**config.mk**
```make
export PLATFORM = sky130hd
export DESIGN_NAME = chase_target_monitor
export DESIGN_NICKNAME = d
export VERILOG_FILES = /design/src/rtl/chase_target_monitor.sv
export SDC_FILE = /design/constraint.sdc
export NUM_CORES = 1
export LEC_CHECK = 0
export CELL_PAD_IN_SITES_DETAIL_PLACEMENT = 0
export CELL_PAD_IN_SITES_GLOBAL_PLACEMENT = 1
export CORE_MARGIN = 3
export CORE_UTILIZATION = 40
export CTS_CLUSTER_SIZE = 16
export DETAILED_ROUTE_END_ITERATION = 10
export PLACE_DENSITY_LB_ADDON = 0.2
export SYNTH_ARGS = -nofsm -noshare
export SYNTH_HDL_FRONTEND = slang
export SYNTH_SLANG_ARGS = --single-unit
```
**constraint.sdc**
```tcl
create_clock -name clk -period 2.8 [get_ports clk]
set_input_delay 0.7 -clock clk [delete_from_list [all_inputs] [get_ports clk]]
set_output_delay 0.7 -clock clk [all_outputs]
set_load 0.02 [all_outputs]
```
**src/rtl/chase_target_monitor.sv**
```systemverilog
// Chase target monitor: latches the first-innings total, tracks the chase
// and declares the match result from the innings tracker scoreboard.
module chase_target_monitor #(
  parameter int MAX_OVERS      = 20,
  parameter int BALLS_PER_OVER = 6
) (
  input  logic        clk,
  input  logic        reset,
  input  logic        new_match,
  input  logic [1:0]  game_state,
  input  logic [15:0] total_runs,
  input  logic [3:0]  wickets,
  input  logic [4:0]  overs,
  input  logic [2:0]  balls,
  output logic [1:0]  match_phase,
  output logic [16:0] target,
  output logic [16:0] runs_needed,
  output logic [6:0]  balls_remaining,
  output logic [1:0]  result,
  output logic        result_valid
);

  typedef enum logic [1:0] {
    FIRST_INN = 2'b00,
    BREAK_PH  = 2'b01,
    CHASE     = 2'b10,
    RESULT    = 2'b11
  } phase_t;

  typedef enum logic [1:0] {
    R_NONE       = 2'b00,
    R_CHASE_WON  = 2'b01,
    R_DEFEND_WON = 2'b10,
    R_TIE        = 2'b11
  } result_t;

  localparam logic [1:0] GS_IDLE = 2'b00;
  localparam logic [1:0] GS_PLAY = 2'b01;
  localparam logic [1:0] GS_OVER = 2'b10;

  localparam int         QUOTA  = MAX_OVERS * BALLS_PER_OVER;
  localparam logic [6:0] FULL   = 7'(QUOTA);

  phase_t      phase, phase_d;
  result_t     res, res_d;
  logic [1:0]  prev_state;
  logic [16:0] target_d;
  logic [16:0] need_d;
  logic [6:0]  left_d;
  logic        valid_d;

  logic [16:0] runs_x;
  logic [31:0] used;
  logic        over_end;
  logic        won;
  logic        tie_hit;

  // All-out arrives as INNINGS_OVER, so the wicket count carries no decision.
  logic unused_wickets;
  assign unused_wickets = ^wickets;

  assign runs_x   = {1'b0, total_runs};
  assign used     = 32'(overs) * 32'(BALLS_PER_OVER) + 32'(balls);
  assign over_end = (game_state == GS_OVER) && (prev_state != GS_OVER);
  assign won      = runs_x >= target;
  assign tie_hit  = runs_x == (target - 17'd1);

  always_comb begin
    phase_d  = phase;
    target_d = target;
    need_d   = runs_needed;
    left_d   = balls_remaining;
    res_d    = res;
    valid_d  = 1'b0;
    if (new_match) begin
      phase_d  = FIRST_INN;
      target_d = '0;
      need_d   = '0;
      left_d   = FULL;
      res_d    = R_NONE;
    end else begin
      unique case (phase)
        FIRST_INN: begin
          need_d = '0;
          left_d = FULL;
          if (over_end) begin
            target_d = runs_x + 17'd1;
            need_d   = runs_x + 17'd1;
            phase_d  = BREAK_PH;
          end
        end
        BREAK_PH: begin
          if (game_state == GS_PLAY) phase_d = CHASE;
        end
        CHASE: begin
          need_d = won ? 17'd0 : target - runs_x;
          left_d = (used < 32'(QUOTA)) ? 7'(32'(QUOTA) - used) : 7'd0;
          // A win on the same edge as the innings end still counts as a win.
          if (won) begin
            res_d   = R_CHASE_WON;
            phase_d = RESULT;
            valid_d = 1'b1;
          end else if (over_end) begin
            res_d   = tie_hit ? R_TIE : R_DEFEND_WON;
            phase_d = RESULT;
            valid_d = 1'b1;
          end
        end
        RESULT: ;
        default: ;
      endcase
    end
  end

  always_ff @(posedge clk or posedge reset) begin
    if (reset) begin
      phase           <= FIRST_INN;
      target          <= '0;
      runs_needed     <= '0;
      balls_remaining <= FULL;
      res             <= R_NONE;
      result_valid    <= 1'b0;
      prev_state      <= GS_IDLE;
    end else begin
      phase           <= phase_d;
      target          <= target_d;
      runs_needed     <= need_d;
      balls_remaining <= left_d;
      res             <= res_d;
      result_valid    <= valid_d;
      prev_state      <= game_state;
    end
  end

  assign match_phase = phase;
  assign result      = res;

endmodule

```
==> out/qor.yml, run 1 <==
cells_and_area:
  design_area_um2: 6410
  fin_nets: 744
  fin_cells: 813
  drive_above_1_share: 0.307
  syn2layout_area_growth_pct: 55.9
  antenna_cells: 0
worst_setup_path:
  arrival_ps: 2960
  crit_required_ps: 3000
  path_class: "primary input to register"
  cp-end-kind: "register"
  path_max_fanout: 5
  cp-start-kind: "primary input"
grt:
  antenna_found_initial: 0
  grt_pass1_wl_um: 22800
  grt_pass1_vias: 4544
  grt_usage: 0.249
  grt_max_degree: 49
  globalRouteOverflowTotal: 0
power:
  irDropWorstVdd_mv: 0.296
  p_leak_nw: 2.88
  p_per_area_nw_per_um2: 558
  finalPower_mw: 3.58
timing:
  setup_slack_ps: 46.1
  finalCritPeriodShare: 0.984
  final-setup-viol-count: 0
  clock_skew_ps: 20.2
  maxSlewViolCount: 0
  period_needed_ps: 2750
  final_hold_viol_count: 0
  max_slew_margin: 0.650
  worstMarginPinSlew_ps: 522
  max_clock_freq_ghz: 0.363
  hold_ws_ps: 504
floorplan:
  die_x_um: 107
  initial_core_util: 0.417
  placeableCoreArea_um2: 9860
  rows: 36
  ioPinCount: 79
  die_y_um: 107
  fp.dieArea_um2: 11500
logic_synthesis:
  syn_area_um2: 4110
  ys_async_sr_fraction: 1.00
  syn-instance-count: 481
  synth-seq-cells: 48
  synthesis.nets: 546
  ys_seq_area_frac: 0.293
  syn_avg_cell_area_um2: 8.55
  synth_edf_count: 0
  yosysUniqueCellTypes: 66
  ys_warn_count: 0
  synth_ff_type: "dfrtp_1"
routing:
  drc_errors: 0
  wl_um: 14300
  drt_iter0_drc: 355
  ant_nets: 0
  avgRoutedWirePerCell_um: 17.6
  drt_pass1_iterations: 5
  vias: 4469
  via_per_inst: 5.50
cts:
  ctsHoldBuffers: 0
  htreeDepth: 2
  clockBufferDepth: 2
  clk_pin_slew_ps: 110
  clock-sinks: 48
  cts_made_buffers: 5
  tritoncts: "done"
  root_buffer: "clkbuf_8"
  clock_latency_ps: 320
status:
  status: "finished, final reports clean"
placed_design:
  dp_slack_ps: -642
  port_buffers: 74
  dp_hpwl_um: 10800
  gp_congestion: 0.925
  place_area_um2: 5950
  dp_cells: 799
flow_run:
  drv_cap: 0
hold_path:
  worst_hold_path_type: "register to register"
-- synth_stat cells, types with 11 or more instances --
| library cell | instances | area [um2] |
|---|---|---|
| a211oi_1 | 19 | 143 |
| xor2_1 | 19 | 166 |
| nand2_1 | 35 | 131 |
| nand3_1 | 11 | 55.1 |
| ha_1 | 29 | 363 |
| nor2_1 | 53 | 199 |
| nand4_1 | 11 | 68.8 |
| inv_1 | 34 | 128 |
| dfrtp_1 | 44 | 1100 |
| a21oi_1 | 24 | 120 |
| clkbuf_1 | 11 | 41.3 |
| nor3_1 | 16 | 80.1 |
| o21ai_0 | 20 | 100 |
| xnor2_1 | 36 | 315 |
-- per-layer routing --
layer	GRT usage	share of wire	vias to the layer above
met5	0	0	-
met4	0.0685	0.019	0
met3	0.0276	0.042	24
met2	0.412	0.48	120
met1	0.344	0.45	2175
li1	-	-	2150
-- layout make-up --
cell class / instances / area [um2]
Clock buffer: 5 / 68.8
Sequential cell: 48 / 1210
Timing Repair Buffer: 207 / 1780
Fill cell: 822 / 3450
Tap cell: 133 / 166
Multi-Input combinational cell: 382 / 3010
Clock inverter: 3 / 46.3
Inverter: 35 / 131
-- sequential cells by signal, summed over array words and instances, names as in the netlist --
register and flops:
result_valid 1, match_phase 2, target 17, runs_needed 17, prev_state 2, result 2, balls_remaining 7
-- stage by stage --
step                utilization  setup TNS, ps
floorplan                     -              0
finish                    0.650              0
detailed placement        0.603         -14020
global route              0.650          -23.1
global placement          0.603         -12600
CTS                       0.633              0
-- power breakdown --
group | internal [mW] | total (mW) | switching [mW]
clock network | 0.270 | 0.550 | 0.280
registers | 0.780 | 0.878 | 0.0978
logic | 1.03 | 2.16 | 1.12
total | 2.08 | 3.58 | 1.50
-- critical path: stages --
cell	delay, ps
clkdlybuf4s50_1	480
inv_1	80
ha_4	260
a21oi_4	130
nand2_2	70
or3_1	380
o211a_4	280
buf_12	140
a2111oi_4	350
nor3_2	80
-- cells by family after synthesis --
group / after synthesis / synth area share
buf+inv: 51 / 0.0508
xor+xnor: 56 / 0.123
flops: 48 / 0.293
compound gates: 122 / 0.214
fa+ha+maj: 32 / 0.103
mux: 6 / 0.0146
simple gates: 166 / 0.201
-- worst paths after layout --
path | slack (ps) | to | cells after the start | startpoint
hold reg to reg | 500 | runs_needed[4] | 2 | runs_needed[4]
max in group asynchronous | 1770 | balls_remaining[3] | 3 | reset
hold / removal | 500 | runs_needed[4] | 2 | runs_needed[4]
min in group asynchronous | 740 | match_phase[1] | 3 | reset
setup / recovery | 50 | match_phase[0] | 10 | total_runs[12]
setup reg to reg | 110 | result[0] | 7 | target[3]
-- layout by cell type (no fill, tap or decap), types with 11 or more instances in the layout --
cell	instances
a211oi_1	18
ha_1	14
nand2_1	34
a21oi_1	17
xor2_1	17
buf_4	129
inv_1	23
nor2_1	53
nor3_1	12
xnor2_1	35
ha_4	11
inv_2	12
dfrtp_1	44
o21ai_0	18
clkdlybuf4s50_1	59
nand4_1	11
-- what timing repair did --
item | CTS | global route
setup endpoints to repair | 28 | 28
pin swaps | 22 | 14
buffers inserted | 5 | 1
resized for setup | 36 | 41
No activity file was read; power rests on OpenSTA's default activity.
==> run 2, diff against run 1 <==
Settings changed: CORE_ASPECT_RATIO from default to 1.2, GPL_TIMING_DRIVEN from default to 0.
==> run 2 against run 1 <==
Effect of this change: clock power increased by 31%; non-clock buffer count is 98 lower; setup slack improved by 67 ps; register-to-register slack better by 20 ps; wire length fell by 8.2%; die area is essentially flat; fmax rose by 2.5%; critical path type unchanged.
==> out/qor.yml, run 2 (synthesized netlist as in run 1, its figures left out) <==
worst_setup_path:
  cp-start-kind: "primary input"
  cp-end-kind: "register"
  r2r_slack_ps: 130  # +20 ps
  crit_required_ps: 2960  # -40 ps
  path_max_fanout: 5  # unchanged
  r2r_start: "target[0]"
  r2r_end: "runs_needed[14]"
  path_class: "primary input to register"
  r2r_cells: 11  # +4
  arrival_ps: 2850  # -110 ps
cts:
  root_buffer: "clkbuf_16"
  clock_latency_ps: 300  # -20 ps
  cts_made_buffers: 5  # unchanged
  htreeDepth: 2  # unchanged
  tritoncts: "done"
  clockBufferDepth: 2  # unchanged
  clk_pin_slew_ps: 70  # -40 ps
  clock-sinks: 48  # unchanged
  ctsHoldBuffers: 0  # unchanged
cells_and_area:
  regArea_um2: 1210  # +0.21%
  largestRegisters: "runs_needed x17, target x17, balls_remaining x7"
  fin_cells: 705  # -13%
  multi_input_area_um2: 3040  # +0.96%
  drive_above_1_share: 0.198  # -0.110
  antenna_cells: 0  # unchanged
  layout_commonest_cell: "clkdlybuf4s50_1"
  n_fill_cell: 902  # +9.7%
  final_cell_mix: "clkdlybuf4s50_1, nor2_1, dfrtp_1"
  fin_util: 0.579  # -0.0716
  design_area_um2: 5650  # -12%
  syn2layout_area_growth_pct: 37.3
  fin_nets: 646  # -13%
floorplan:
  placeableCoreArea_um2: 9760  # -1.1%
  die_x_um: 98.6  # -8.2%
  fp.dieArea_um2: 11500  # about the same
  rows: 39  # +8.3%
  die_y_um: 117  # +9.0%
  ioPinCount: 79  # unchanged
  initial_core_util: 0.422  # +0.00449
power:
  finalPower_mw: 3.45  # -3.7%
  p_leak_nw: 2.39  # -17%
  irDropWorstVdd_mv: 0.313  # +5.5%
  p_per_area_nw_per_um2: 611  # +9.4%
grt:
  grt_pass1_vias: 4123  # -9.3%
  grt_usage: 0.234  # -0.0146
  antenna_found_initial: 0  # unchanged
  grt_pass1_wl_um: 21400  # -6.2%
  globalRouteOverflowTotal: 0  # unchanged
  grt_max_degree: 29  # -41%
status:
  status: "finished, final reports clean"
timing:
  hold_ws_ps: 498  # -5.51 ps
  setup_slack_ps: 113  # +66.7 ps
  maxSlewViolCount: 0  # unchanged
  period_needed_ps: 2690  # -66.7 ps
  max_slew_margin: 0.545  # -0.105
  finalCritPeriodShare: 0.960  # -0.0238
  worstMarginPinSlew_ps: 683  # +161 ps
  final-setup-viol-count: 0  # unchanged
  max_clock_freq_ghz: 0.372  # +2.5%
  clock_skew_ps: 8.05  # -12.2 ps
  final_hold_viol_count: 0  # unchanged
  rsz0062_at_grt: "yes"
  tns_ps: 0  # unchanged
routing:
  vias: 4026  # -9.9%
  avgRoutedWirePerCell_um: 18.7  # +5.8%
  ant_nets: 0  # unchanged
  wl_um: 13200  # -8.2%
  drt_pass1_iterations: 4  # -1
  drc_errors: 0  # unchanged
  via_per_inst: 5.71  # +3.9%
  drt_iter0_drc: 198  # -44%
placed_design:
  dp_cells: 676  # -15%
  dp_hpwl_um: 10100  # -6.8%
  port_buffers: 71  # -4.1%
  gp_congestion: 0.879  # -5.0%
  place_area_um2: 5010  # -16%
  dp_slack_ps: -935  # -293 ps
flow_run:
  drv_cap: 0  # unchanged
hold_path:
  hold_start: "runs_needed[4]"
  worst_hold_path_type: "register to register"
  holdPathStages: 2  # unchanged
  min_to: "runs_needed[4]"
[run 2: changes by cell type in the layout (fill, tap and decap cells not counted), sizes merged]
cell           previous run  this run
clkdlybuf4s15             0         3
clkbuf                    6        21
clkdlybuf4s50            59        53
dlymetal6s2s              7         2
dlygate4sd2               7         4
buf                     133        31
[run 2: worst max path at each step]
stage / start / endpoint / slack [ps] / cells after the start
final: total_runs[8] / match_phase[0] / 110 / 10
after CTS: total_runs[12] / match_phase[1] / 0.3 / 11
after global placement: total_runs[0] / runs_needed[14] / -970 / 11
after global routing: target[0] / runs_needed[14] / -30 / 11
after floorplan: overs[0] / balls_remaining[0] / 3 / 8
after detailed placement: total_runs[0] / runs_needed[16] / -940 / 11
[run 2: metal layers]
metal  global-route usage  wire [um]  vias up
met5                    0          0        -
met4               0.0783        276        0
met3               0.0391        686       22
met2                0.414       6670      113
met1                0.292       5540     1944
li1                     -          -     1947
[run 2: worst max-delay path, stage by stage]
cell and delay [ps]:
dlygate4sd2_1 290, inv_2 100, ha_4 270, a21oi_1 210, o21ai_2 110, or3_1 310, o211a_1 270, buf_6 160
a2111oi_4 340, nor3_1 80
[run 2: report_power, final]
group	leakage, nW	total [mW]	switching, mW	internal (mW)
combinational	1.67	1.82	1.01	0.810
clock	0.0804	0.723	0.297	0.425
sequential	0.638	0.910	0.130	0.780
[run 2: final cells by class]
type	instances	share of cell area
Clock inverter	3	0.00820
Sequential cell	48	0.214
Buffer	16	0.0157
Inverter	35	0.0233
Tap cell	123	0.0272
Clock buffer	5	0.0222
Timing Repair Buffer	93	0.151
Multi-Input combinational cell	382	0.538
[run 2: timing repair]
item	in CTS	in global routing
setup buffers	8	12
cloned	1	0
pin swaps	21	27
resized for setup	74	44
setup endpoints to repair	36	33
==> run 3, diff against run 2 <==
Settings changed: CORE_UTILIZATION 40 to 27.
==> run 3 against run 2 <==
Effect of this change: die area grew 45%; power shrank 1.6%; first-iteration DRC count grew 20%.
==> out/qor.yml, run 3 (synthesized netlist as in run 1, its figures left out) <==
status:
  status: "finished, final reports clean"
hold_path:
  hold_start: "runs_needed[4]"
  holdPathStages: 2  # unchanged
  min_to: "runs_needed[4]"
  worst_hold_path_type: "register to register"
grt:
  grt_usage: 0.174  # -0.0604
  antenna_found_initial: 0  # unchanged
  grt_pass1_wl_um: 23100  # +8.0%
  grt_max_degree: 26  # -10%
  globalRouteOverflowTotal: 0  # unchanged
  grt_pass1_vias: 4145  # +0.53%
timing:
  clock_skew_ps: 7.15  # -0.896 ps
  final_hold_viol_count: 0  # unchanged
  worstMarginPinSlew_ps: 704  # +20.9 ps
  max_clock_freq_ghz: 0.368  # -1.1%
  period_needed_ps: 2720  # +30.3 ps
  setup_slack_ps: 82.5  # -30.3 ps
  max_slew_margin: 0.531  # -0.0140
  final-setup-viol-count: 0  # unchanged
  tns_ps: 0  # unchanged
  finalCritPeriodShare: 0.971  # +0.0108
  maxSlewViolCount: 0  # unchanged
worst_setup_path:
  crit_required_ps: 3030  # +70 ps
  r2r_start: "target[1]"
  r2r_slack_ps: 100  # -30 ps
  cp-end-kind: "register"
  cp-start-kind: "primary input"
  path_max_fanout: 5  # unchanged
  r2r_end: "result[0]"
  path_class: "primary input to register"
  arrival_ps: 2950  # +100 ps
  r2r_cells: 8  # -3
cells_and_area:
  fin_nets: 643  # -0.46%
  antenna_cells: 0  # unchanged
  largestRegisters: "runs_needed x17, target x17, balls_remaining x7"
  layout_commonest_cell: "clkdlybuf4s50_1"
  design_area_um2: 5730  # +1.5%
  fin_util: 0.391  # -0.188
  n_fill_cell: 1551  # +72%
  drive_above_1_share: 0.187  # -0.0111
  syn2layout_area_growth_pct: 39.3
  final_cell_mix: "clkdlybuf4s50_1, nor2_1, dfrtp_1"
routing:
  drc_errors: 0  # unchanged
  vias: 3986  # -0.99%
  drt_iter0_drc: 237  # +20%
  wl_um: 14600  # +11%
  via_per_inst: 5.12  # -10%
  drt_pass1_iterations: 4  # unchanged
  ant_nets: 0  # unchanged
  avgRoutedWirePerCell_um: 18.7  # +0.10%
power:
  irDropWorstVdd_mv: 0.250  # -20%
  finalPower_mw: 3.40  # -1.6%
  p_per_area_nw_per_um2: 592  # -3.1%
  p_leak_nw: 2.37  # -0.65%
floorplan:
  ioPinCount: 79  # unchanged
  placeableCoreArea_um2: 14700  # +50%
  fp.dieArea_um2: 16800  # +45%
  initial_core_util: 0.281  # -0.141
  die_x_um: 119  # +20%
  rows: 48  # +23%
  die_y_um: 141  # +21%
cts:
  ctsHoldBuffers: 0  # unchanged
  cts_made_buffers: 5  # unchanged
  clk_pin_slew_ps: 70  # about the same
  tritoncts: "done"
  clockBufferDepth: 2  # unchanged
  clock_latency_ps: 300  # about the same
  htreeDepth: 2  # unchanged
  root_buffer: "clkbuf_16"
  clock-sinks: 48  # unchanged
placed_design:
  place_area_um2: 5110  # +1.9%
  port_buffers: 71  # unchanged
  dp_slack_ps: -918  # +16.7 ps
  dp_hpwl_um: 10900  # +8.3%
  gp_congestion: 0.894  # +1.8%
flow_run:
  drv_cap: 0  # unchanged
run 3: changes by cell type in the layout (fill, tap and decap cells not counted), sizes merged:
cell,change
bufinv,-1
clkinvlp,+1
clkdlybuf4s50,+1
clkdlybuf4s15,-2
inv,-1
clkbuf,-1
buf,-3
dlymetal6s2s,-1
dlygate4sd2,+3
bufbuf,+1
run 3: cell type report:
| type | instances | area [um2] | share of cell area |
|---|---|---|---|
| flip-flops and latches | 48 | 1210 | 0.211 |
| multi-input cells | 382 | 3040 | 0.530 |
| clock buffers | 6 | 139 | 0.0242 |
| well taps | 200 | 250 | 0.0437 |
| repair buffers | 91 | 865 | 0.151 |
| inverters | 35 | 134 | 0.0234 |
| plain buffers | 15 | 83.8 | 0.0146 |
| clock inverters | 2 | 15.0 | 0.00262 |
run 3: worst max-delay path by stage:
stage | slack [ps] | to | from | cells past startpoint
floorplan | 3 | balls_remaining[0] | overs[0] | 8
global placement | -920 | runs_needed[16] | total_runs[0] | 11
detailed placement | -920 | runs_needed[14] | total_runs[0] | 11
CTS | 2 | balls_remaining[0] | overs[0] | 10
global route | -3 | balls_remaining[0] | overs[1] | 10
finish | 80 | balls_remaining[0] | overs[4] | 8
run 3: repair_timing:
action | in CTS | in global routing
endpoints found under the setup margin | 45 | 35
gates cloned | 1 | 1
setup buffers | 9 | 8
gates resized for setup | 80 | 28
pin swaps | 18 | 16
run 3: routing by layer:
metal  routed length (um)  share of wire  global-route usage
met1                 6450           0.44               0.224
met2                 7360           0.51               0.307
met3                  551          0.038              0.0253
met4                  200          0.014              0.0409
met5                    0              0                   0
run 3: metrics by stage:
| stage | hold WS [ps] | std cells |
|---|---|---|
| floorplan | 530 | 481 |
| global placement | 480 | 752 |
| detailed placement | 481 | 753 |
| CTS | 502 | 770 |
| global route | 520 | 779 |
| finish | 492 | 779 |
run 3: report_power, final:
| part | internal (mW) | switching (mW) |
|---|---|---|
| registers | 0.780 | 0.129 |
| logic | 0.808 | 1.04 |
| clock network | 0.356 | 0.286 |
| total | 1.94 | 1.45 |
run 3: critical path: stages:
cell and delay, ps:
clkdlybuf4s50_1 550, ha_1 310, o21bai_2 190, xnor2_2 90, or4b_4 530, mux2i_4 220, and2b_2 220, a22o_1 130
